### src/rtl/render_pkg.sv
// render_pkg -- shared definitions for the frame renderer.
//   Screen geometry defaults, the colour palette (including the dimmed
//   far-wall shade) and the renderer FSM state enumeration.
package render_pkg;

    localparam int SCREEN_W_DEF = 160;
    localparam int SCREEN_H_DEF = 120;

    localparam logic [2:0] CEIL_COLOUR_DEF  = 3'b001;
    localparam logic [2:0] FLOOR_COLOUR_DEF = 3'b010;
    localparam logic [2:0] WALL_COLOUR_DEF  = 3'b111;
    // Colour for distant (short) walls when shading is built in.
    localparam logic [2:0] SHADE_COLOUR     = 3'b011;

    typedef enum logic [2:0] {
        IDLE,
        REQ,
        WAIT_CALC,
        BOUNDS,
        DRAW,
        NEXT_COL,
        DONE
    } state_t;

endpackage

### src/rtl/column_bounds.sv
// column_bounds -- combinational vertical extent of one wall slice.
//   slice_size : projected wall height from the slice-size stage
//   h          : slice height clipped to the screen height
//   top        : first wall row, (SCREEN_H - h) / 2 rounded down
//   bot        : first floor row below the wall (top + h)
import render_pkg::*;

module column_bounds #(
    parameter int SCREEN_H = SCREEN_H_DEF
) (
    input  logic [6:0] slice_size,
    output logic [6:0] h,
    output logic [6:0] top,
    output logic [6:0] bot
);

    localparam logic [6:0] SCREEN_H7 = 7'(SCREEN_H);

    always_comb begin
        h   = (slice_size > SCREEN_H7) ? SCREEN_H7 : slice_size;
        top = (SCREEN_H7 - h) >> 1;
        bot = top + h;
    end

endmodule

### src/rtl/render_frame.sv
// render_frame -- renders one frame column by column for a VGA adapter.
//   For each column it asks the slice-size stage for a wall height, then
//   writes every row of that column: ceiling above the wall, wall, floor.
//
// Ports:
//   clock, resetn      : clock (rising edge), synchronous active-low reset
//   start_frame        : start one frame (only honoured while idle)
//   slice_size,end_calc: slice-size stage result and its valid pulse
//   begin_calc         : one-cycle request to the slice-size stage
//   column_count       : column being cast, stable from begin_calc to end_calc
//   x, y, colour, plot : pixel write to the VGA adapter
//   busy               : high whenever the FSM is not idle
//   frame_done         : one-cycle pulse once the last pixel is written
//   state              : current FSM state, for observation only
//
// Build option: define RENDER_SHADE_EN to draw short (distant) walls in
// the dimmer SHADE_COLOUR; timing is the same with or without it.
//
// Slice-size handshake: begin_calc is a single-cycle request issued while
// column_count already holds the column; the stage answers any number of
// cycles later (at least one) with a single-cycle end_calc carrying
// slice_size. Only one request is ever outstanding, and end_calc is only
// accepted in WAIT_CALC -- a pulse at any other time is dropped.
import render_pkg::*;

module render_frame #(
    parameter int         SCREEN_W     = SCREEN_W_DEF,
    parameter int         SCREEN_H     = SCREEN_H_DEF,
    parameter logic [2:0] CEIL_COLOUR  = CEIL_COLOUR_DEF,
    parameter logic [2:0] FLOOR_COLOUR = FLOOR_COLOUR_DEF,
    parameter logic [2:0] WALL_COLOUR  = WALL_COLOUR_DEF
) (
    input  logic       clock,
    input  logic       resetn,
    input  logic       start_frame,
    input  logic [6:0] slice_size,
    input  logic       end_calc,
    output logic       begin_calc,
    output logic [7:0] column_count,
    output logic [7:0] x,
    output logic [6:0] y,
    output logic [2:0] colour,
    output logic       plot,
    output logic       busy,
    output logic       frame_done,
    output state_t     state
);

    localparam logic [7:0] LAST_COL = 8'(SCREEN_W - 1);
    localparam logic [6:0] LAST_ROW = 7'(SCREEN_H - 1);
`ifdef RENDER_SHADE_EN
    localparam logic [6:0] SHADE_MIN = 7'(SCREEN_H / 3);
`endif

    logic [6:0] slice_q;
    logic [6:0] row;
    logic [6:0] h, top, bot;
    logic [6:0] next_row;
    logic [2:0] wall_colour;
    logic [2:0] next_colour;

    column_bounds #(.SCREEN_H(SCREEN_H)) u_bounds (
        .slice_size (slice_q),
        .h          (h),
        .top        (top),
        .bot        (bot)
    );

    always_comb begin
`ifdef RENDER_SHADE_EN
        wall_colour = (h >= SHADE_MIN) ? WALL_COLOUR : SHADE_COLOUR;
`else
        wall_colour = WALL_COLOUR;
`endif
    end

    // Pixel outputs are registered, so the row/colour computed here is the
    // one presented during the following cycle. BOUNDS primes row 0.
    always_comb begin
        next_row = (state == DRAW) ? row + 7'd1 : 7'd0;
        if (next_row < top) begin
            next_colour = CEIL_COLOUR;
        end else if ((h != 7'd0) && (next_row < bot)) begin
            // An empty slice has top == bot and so no wall band at all.
            next_colour = wall_colour;
        end else begin
            next_colour = FLOOR_COLOUR;
        end
    end

    always_ff @(posedge clock) begin
        if (!resetn) begin
            state        <= IDLE;
            begin_calc   <= 1'b0;
            column_count <= 8'd0;
            x            <= 8'd0;
            y            <= 7'd0;
            colour       <= 3'd0;
            plot         <= 1'b0;
            busy         <= 1'b0;
            frame_done   <= 1'b0;
            slice_q      <= 7'd0;
            row          <= 7'd0;
        end else begin
            begin_calc <= 1'b0;
            frame_done <= 1'b0;
            case (state)
                IDLE: begin
                    if (start_frame) begin
                        column_count <= 8'd0;
                        busy         <= 1'b1;
                        begin_calc   <= 1'b1;
                        state        <= REQ;
                    end
                end
                REQ: begin
                    state <= WAIT_CALC;
                end
                WAIT_CALC: begin
                    if (end_calc) begin
                        slice_q <= slice_size;
                        state   <= BOUNDS;
                    end
                end
                BOUNDS: begin
                    row    <= next_row;
                    plot   <= 1'b1;
                    x      <= column_count;
                    y      <= next_row;
                    colour <= next_colour;
                    state  <= DRAW;
                end
                DRAW: begin
                    if (row == LAST_ROW) begin
                        plot  <= 1'b0;
                        state <= NEXT_COL;
                    end else begin
                        row    <= next_row;
                        y      <= next_row;
                        colour <= next_colour;
                    end
                end
                NEXT_COL: begin
                    if (column_count == LAST_COL) begin
                        frame_done <= 1'b1;
                        state      <= DONE;
                    end else begin
                        column_count <= column_count + 8'd1;
                        begin_calc   <= 1'b1;
                        state        <= REQ;
                    end
                end
                DONE: begin
                    busy  <= 1'b0;
                    state <= IDLE;
                end
                default: begin
                    state <= IDLE;
                end
            endcase
        end
    end

endmodule

### config.mk
export PLATFORM = sky130hd
export DESIGN_NAME = render_frame
export DESIGN_NICKNAME = d
export VERILOG_FILES = /design/src/rtl/render_pkg.sv /design/src/rtl/column_bounds.sv /design/src/rtl/render_frame.sv
export SDC_FILE = /design/constraint.sdc
export NUM_CORES = 1
export LEC_CHECK = 0
export ABC_AREA = 1
export CORE_MARGIN = 2
export CORE_UTILIZATION = 48
export DETAILED_ROUTE_END_ITERATION = 8
export HOLD_SLACK_MARGIN = 0.02
export PLACE_DENSITY_LB_ADDON = 0.1
export SETUP_SLACK_MARGIN = 0.05
export SKIP_CTS_REPAIR_TIMING = 1
export SYNTH_ARGS = -nofsm -noshare
export SYNTH_HDL_FRONTEND = slang
export SYNTH_HIERARCHICAL = 1
export SYNTH_SLANG_ARGS = --single-unit
### constraint.sdc
create_clock -name clock -period 2.7 [get_ports clock]
set_input_delay 0.54 -clock clock [delete_from_list [all_inputs] [get_ports clock]]
set_output_delay 0.54 -clock clock [all_outputs]
set_load 0.1 [all_outputs]
==> results.py, run 1 <==
metrics = {
    "global_routing": {
        "antenna_found_initial": 0,
        "grt_max_degree": 22,
        "grt.total_usage": 0.202,
        "grtUsageMet1": 0.257,
        "grt_pass1_vias": 2255,
        "overflow": 0,
        "grt_pass1_wl_um": 9890,
        "grt_busiest_layer": "met2",
        "use_met3": 0.0296,
        "met2_usage": 0.352,
    },
    "place": {
        "gp_congestion": 0.852,
        "hpwl_um": 4520,
        "numPortBuffers": 43,
        "place_ws_ps": -210,
        "dpl_cell_area_um2": 3030,
    },
    "floorplanning": {
        "die_w_um": 76.5,
        "ios": 44,
        "start_util": 0.495,
        "dieArea_um2": 5860,
        "die_h_um": 76.5,
        "rows": 26,
        "core_um2": 5110,
    },
    "timing": {
        "skew_ps": 3.65,
        "fin_crit_sh": 1.03,
        "setup_viol": 2,
        "relSlewSlack": 0.656,
        "fmax_mhz": 360,
        "setup_tns_ps": -104,
        "worst_pin_slew_ps": 514,
        "drv_slew": 0,
        "min_period_ps": 2780,
        "hold_violations": 0,
        "layout_setup_ws_ps": -77.7,
        "rsz0062_at_grt": "yes",
    },
    "route": {
        "vias": 2418,
        "firstDrtPassIters": 4,
        "drt_iter0_markers": 84,
        "ant_nets": 0,
        "wl_per_cell_um": 12.1,
        "viasPerCell": 4.91,
        "drc": 0,
        "wirelength_um": 5940,
    },
    "cells_and_area": {
        "layout_common_cells": "nand2_1 (57), inv_1 (52), buf_4 (50)",
        "areaGrowthSynthToFinish_pct": 28.5,
        "final_common_cell": "nand2_1",
        "layout-drive-gt1-share": 0.287,
        "utilization": 0.636,
        "diodes": 0,
        "layout.nets": 445,
        "n_fill_cell": 475,
        "final_area_um2": 3250,
    },
    "pwr": {
        "cellPowerDensity_nw_per_um2": 886,
        "power_frac_comb": 0.581,
        "p_clk_frac": 0.149,
        "sw_frac_of_total": 0.513,
        "p_int_w": 0.00140,
        "total_leakage_power_nw": 1.59,
        "vdd_drop_max_mv": 0.513,
        "p_sw_w": 0.00147,
        "power_frac_seq": 0.270,
    },
    "clocking": {
        "clk_latency_ps": 290,
        "clock-root-buffer": "clkbuf_8",
        "clk_transition_reported_paths_ps": 80,
        "clock-sinks": 40,
        "cts_tree": "built",
        "cts_buffers": 5,
        "clockBufferDepth": 2,
        "htree_num_levels": 2,
    },
    "status": {
        "violations": "negative setup slack",
        "status": "finished with violations",
    },
    "critical_path": {
        "r2r_start": "slice_q[4]",
        "endpoint_kind": "flip-flop",
        "slowest_stage": "dfxtp_2",
        "worstPathRequired_ps": 2930,
        "path_class": "reg2reg",
        "critical_path.max_stage_delay_ps": 330,
        "path_max_fanout": 3,
        "reg2regPathDepth": 28,
        "cp.buffers_inverters": 6,
        "arrival_ps": 3000,
        "crit_family": "simple AND/OR/NAND/NOR gates",
        "crit_path_frequent_cell": "nand2_2",
        "timing.rr.end": "colour[2]",
        "r2r_setup_slack_ps": -80,
        "worstSetupStartpointType": "flip-flop",
    },
    "logic_synthesis": {
        "ys_ff_latch": 40,
        "ys_seq_area_frac": 0.317,
        "syn_nets": 391,
        "syn_inst": 367,
        "ys_types": 38,
        "avgSynthCellArea_um2": 6.88,
        "yosys_warnings": 6,
        "syn_area_um2": 2530,
    },
    "worst_hold_path": {
        "holdCritStartpoint": "colour[1]",
        "hold_class": "reg2reg",
        "min_to": "colour[1]",
        "hold_depth": 2,
    },
    "job": {
        "cap_violations": 0,
    },
}
[metrics by stage]
| step | hold slack, ps | power, W | instances |
|---|---|---|---|
| after floorplan | 455 | 0.00198 | 367 |
| after global placement | 457 | 0.00230 | 481 |
| after detailed placement | 466 | 0.00232 | 481 |
| after CTS | 481 | 0.00275 | 489 |
| after global routing | 500 | 0.00307 | 492 |
| final | 478 | 0.00288 | 492 |
[Yosys cell counts]
| master | count | area share |
|---|---|---|
| xnor2_1 | 1 | 0.0035 |
| nand2_4 | 3 | 0.013 |
| a21oi_4 | 1 | 0.0064 |
| nand3_2 | 3 | 0.012 |
| ha_1 | 13 | 0.064 |
| buf_2 | 1 | 0.0020 |
| clkbuf_1 | 7 | 0.010 |
| nand2_1 | 69 | 0.10 |
| nor2_4 | 2 | 0.0089 |
| o21bai_1 | 2 | 0.0059 |
| a21boi_0 | 2 | 0.0059 |
| nor3_2 | 1 | 0.0040 |
| o21ai_0 | 30 | 0.059 |
| a31oi_1 | 2 | 0.0050 |
| dfxtp_1 | 40 | 0.32 |
| o21bai_2 | 1 | 0.0045 |
| and3_1 | 1 | 0.0025 |
| nand3_1 | 19 | 0.038 |
| buf_6 | 1 | 0.0045 |
| nor2_1 | 36 | 0.053 |
| buf_4 | 5 | 0.015 |
| nor4_1 | 1 | 0.0025 |
| inv_1 | 58 | 0.086 |
| xor2_1 | 5 | 0.017 |
| o21ai_2 | 1 | 0.0035 |
| nand3b_1 | 2 | 0.0059 |
| clkinv_1 | 1 | 0.0015 |
| a21oi_2 | 1 | 0.0035 |
| nand2_2 | 12 | 0.030 |
| nor3_4 | 3 | 0.019 |
| nand4_1 | 7 | 0.017 |
| nor3_1 | 4 | 0.0079 |
| inv_2 | 2 | 0.0030 |
| nor3b_1 | 3 | 0.0089 |
| a21oi_1 | 23 | 0.046 |
| conb_1 | 1 | 0.0015 |
| nor2_2 | 2 | 0.0050 |
| o221ai_1 | 1 | 0.0035 |
[flip-flops by register name, summed over array words and instances, names as in the netlist, 3 cells and up]
register,count
colour,3
column_count,8
row,7
slice_q,7
state,3
x,8
[how the worst max path moves through the flow]
stage / from / to / slack, ps / cells past startpoint
3_3_place_gp: slice_q[3] / colour[2] / -80 / 23
5_1_grt: slice_q[4] / colour[2] / -260 / 28
4_1_cts: slice_q[3] / colour[2] / -210 / 23
2_1_floorplan: slice_q[3] / colour[2] / -90 / 23
3_5_place_dp: slice_q[3] / colour[2] / -210 / 23
6_report: slice_q[4] / colour[2] / -80 / 28
[final cells by class]
type / instances / area, um^2 / share of cell area
Timing Repair Buffer: 61 / 487 / 0.150
Clock buffer: 6 / 82.6 / 0.0254
Clock inverter: 2 / 15.0 / 0.00462
Inverter: 61 / 229 / 0.0705
Multi-Input combinational cell: 252 / 1540 / 0.475
Sequential cell: 40 / 803 / 0.247
Tap cell: 70 / 87.6 / 0.0270
[power by group through the flow]
| stage | registers [W] | clock network, W | logic (W) |
|---|---|---|---|
| floorplan | 0.00128 | 0 | 0.000705 |
| global placement | 0.000784 | 0 | 0.00151 |
| detailed placement | 0.000786 | 0 | 0.00153 |
| CTS | 0.000772 | 0.000443 | 0.00154 |
| global route | 0.000789 | 0.000454 | 0.00183 |
| finish | 0.000776 | 0.000428 | 0.00167 |
[worst register-to-register path, delay by kind of cell (launching register included)]
family	cells	cell delay, ps
fa+ha+maj	2	450
buf+inv	6	360
xor+xnor	1	190
compound gates	2	240
simple gates	17	1140
flops	1	330
[layer usage]
layer | share of wire | wire (um)
met1 | 0.46 | 2760
met2 | 0.49 | 2930
met3 | 0.027 | 160
met4 | 0.016 | 94
met5 | 0 | 0
[cells by family (layout without fill, tap and decap cells)]
family / Yosys count / count (layout) / share of synthesized area
adder cells (fa/ha/maj): 13 / 13 / 0.0644
AO/OA/AOI/OAI: 64 / 64 / 0.143
AND/OR/NAND/NOR: 168 / 168 / 0.331
flip-flops: 40 / 40 / 0.317
buffers and inverters: 75 / 130 / 0.122
XOR/XNOR: 6 / 6 / 0.0208
other: 1 / 1 / 0.00148
Note: power is estimated with default switching activity, not from simulation.
==> run 2, diff against run 1 <==
--- a/config.mk
+++ b/config.mk
@@ -6,8 +6,10 @@
 export NUM_CORES = 1
 export LEC_CHECK = 0
 export ABC_AREA = 1
+export ABC_CLOCK_PERIOD_IN_PS = 2700
 export CORE_MARGIN = 2
 export CORE_UTILIZATION = 48
+export CTS_CLUSTER_DIAMETER = 50
 export DETAILED_ROUTE_END_ITERATION = 8
 export HOLD_SLACK_MARGIN = 0.02
 export PLACE_DENSITY_LB_ADDON = 0.1
==> results of run 2 <==
No change in the layout: final DEF, timing and power equal those of run 1.
==> run 3, diff against run 2 <==
--- a/config.mk
+++ b/config.mk
@@ -7,6 +7,7 @@
 export LEC_CHECK = 0
 export ABC_AREA = 1
 export ABC_CLOCK_PERIOD_IN_PS = 2700
+export CORE_ASPECT_RATIO = 0.6
 export CORE_MARGIN = 2
 export CORE_UTILIZATION = 48
 export CTS_CLUSTER_DIAMETER = 50
==> results.py, run 3 (synthesized netlist as in run 1, its figures left out) <==
metrics = {
    "status": {
        "status": "finished with violations",
        "violations": "negative setup slack",
    },
    "pwr": {
        "total_power_w": 0.00293,
        "power_frac_comb": 0.567,
        "vdd_drop_max_mv": 0.734,
        "p_int_w": 0.00146,
        "power_frac_seq": 0.266,
        "sw_frac_of_total": 0.503,
        "total_leakage_power_nw": 1.63,
        "cellPowerDensity_nw_per_um2": 896,
        "p_clk_frac": 0.167,
        "p_sw_w": 0.00147,
    },
    "critical_path": {
        "critical_path.max_stage_delay_ps": 330,
        "slowest_stage": "dfxtp_2",
        "path_class": "reg2reg",
        "r2r_start": "slice_q[4]",
        "worstPathRequired_ps": 2920,
        "crit_family": "simple AND/OR/NAND/NOR gates",
        "cp_cell_sequence": "nand2_2 -> inv_2 -> nand3_4 -> inv_2 -> nor2_4 -> inv_2 -> ha_4 -> nand2_4 -> nand2_4 -> xor2_4 -> ha_4 -> nand2_2 -> inv_2 -> nand3_2 -> nand2_2 -> xor2_1 -> inv_1 -> ha_4 -> a21oi_1 -> nand2_1 -> a21oi_2 -> nand3_1 -> a21oi_1",
        "endpoint_kind": "flip-flop",
        "timing.rr.end": "colour[2]",
        "r2r_setup_slack_ps": -80,
        "cp.buffers_inverters": 5,
        "arrival_ps": 3000,
        "crit_path_frequent_cell": "inv_2",
        "crit_start": "slice_q[4]",
        "path_max_fanout": 3,
        "reg2regPathDepth": 23,
        "worstSetupStartpointType": "flip-flop",
    },
    "route": {
        "drc": 0,
        "wirelength_um": 6150,
        "viasPerCell": 4.96,
        "firstDrtPassIters": 5,
        "drt_iter0_markers": 131,
        "ant_nets": 0,
        "wl_per_cell_um": 12.6,
        "vias": 2430,
    },
    "cells_and_area": {
        "layout_common_cells": "nand2_1 (61), inv_1 (52), buf_4 (52)",
        "utilization": 0.648,
        "diodes": 0,
        "multi_input_area_um2": 1550,
        "layout.nets": 447,
        "final_common_cell": "nand2_1",
        "final_area_um2": 3270,
        "n_fill_cell": 458,
        "regArea_um2": 806,
        "areaGrowthSynthToFinish_pct": 29.6,
        "largestRegisters": "column_count (8), x (8)",
        "layout-drive-gt1-share": 0.281,
    },
    "timing": {
        "skew_ps": 5.62,
        "min_period_ps": 2780,
        "fin_crit_sh": 1.03,
        "setup_viol": 2,
        "drv_slew": 0,
        "hold_violations": 0,
        "worst_hold_slack_ps": 471,
        "fmax_mhz": 360,
        "layout_setup_ws_ps": -81.4,
        "rsz0062_at_grt": "yes",
    },
    "global_routing": {
        "antenna_found_initial": 0,
        "use_met3": 0.0643,
        "grt_busiest_layer": "met1",
        "grtUsageMet1": 0.337,
        "grt_max_degree": 21,
        "met2_usage": 0.289,
        "grt_pass1_vias": 2117,
        "grt.total_usage": 0.216,
        "overflow": 0,
        "grt_pass1_wl_um": 10000,
    },
    "clocking": {
        "clock-sinks": 40,
        "clock-root-buffer": "clkbuf_8",
        "cts_buffers": 5,
        "clockBufferDepth": 2,
        "clk_latency_ps": 290,
        "clk_transition_reported_paths_ps": 80,
        "cts_tree": "built",
        "htree_num_levels": 2,
    },
    "floorplanning": {
        "dieArea_um2": 5880,
        "die_h_um": 60.2,
        "die_w_um": 97.7,
        "rows": 20,
        "ios": 44,
        "core_um2": 5050,
        "start_util": 0.500,
    },
    "place": {
        "numPortBuffers": 43,
        "place_ws_ps": -154,
        "gp_congestion": 0.861,
        "hpwl_um": 4850,
        "dpl_cell_area_um2": 3040,
    },
    "worst_hold_path": {
        "min_to": "colour[1]",
        "hold_depth": 2,
        "hold_class": "reg2reg",
        "holdCritStartpoint": "colour[1]",
    },
    "job": {
        "cap_violations": 0,
    },
}
## run 3: cell types whose count changed in the layout (fill, tap and decap cells not counted), moves of 2 or more
cell,previous run,this run
buf_4,50,52
clkinvlp_4,2,0
dfxtp_1,38,36
dfxtp_2,2,4
nand2_1,57,61
nand2_2,22,17
## run 3: how the worst max path moves through the flow
stage / to / slack (ps) / cells after the start
2_1_floorplan: colour[2] / -90 / 23
3_3_place_gp: colour[2] / -100 / 23
4_1_cts: colour[2] / -180 / 23
3_5_place_dp: colour[2] / -150 / 25
6_report: colour[2] / -80 / 23
5_1_grt: colour[2] / -280 / 28
## run 3: worst min-delay path, stage by stage, from the launching register on
cell and delay (ps):
dfxtp_1 320, nand2_1 60, a21oi_1 50
## run 3: metal layers
layer / part of all wire / vias up
li1: - / 1278
met1: 0.54 / 1077
met2: 0.39 / 71
met3: 0.068 / 4
met4: 0.0057 / 0
met5: 0 / -
## run 3: layout make-up
class | instances | share of cell area
clock buffer | 6 | 0.0222
inverter | 61 | 0.0700
timing repair buffer | 63 | 0.153
clock inverter | 2 | 0.0107
tap | 66 | 0.0252
multi-input combinational | 252 | 0.472
sequential | 40 | 0.246
## run 3: stage by stage
stage / setup TNS, ps / std cells
6_report: -150 / 490
2_1_floorplan: -109 / 367
3_3_place_gp: -121 / 479
5_1_grt: -555 / 490
3_5_place_dp: -261 / 479
4_1_cts: -305 / 487
## run 3: power groups by stage
| stage | clock [W] | sequential [W] | combinational (W) |
|---|---|---|---|
| after floorplan | 0 | 0.00128 | 0.000705 |
| after global placement | 0 | 0.000785 | 0.00153 |
| after detailed placement | 0 | 0.000787 | 0.00154 |
| after CTS | 0.000491 | 0.000774 | 0.00155 |
| after global routing | 0.000517 | 0.000793 | 0.00181 |
| final | 0.000490 | 0.000779 | 0.00166 |
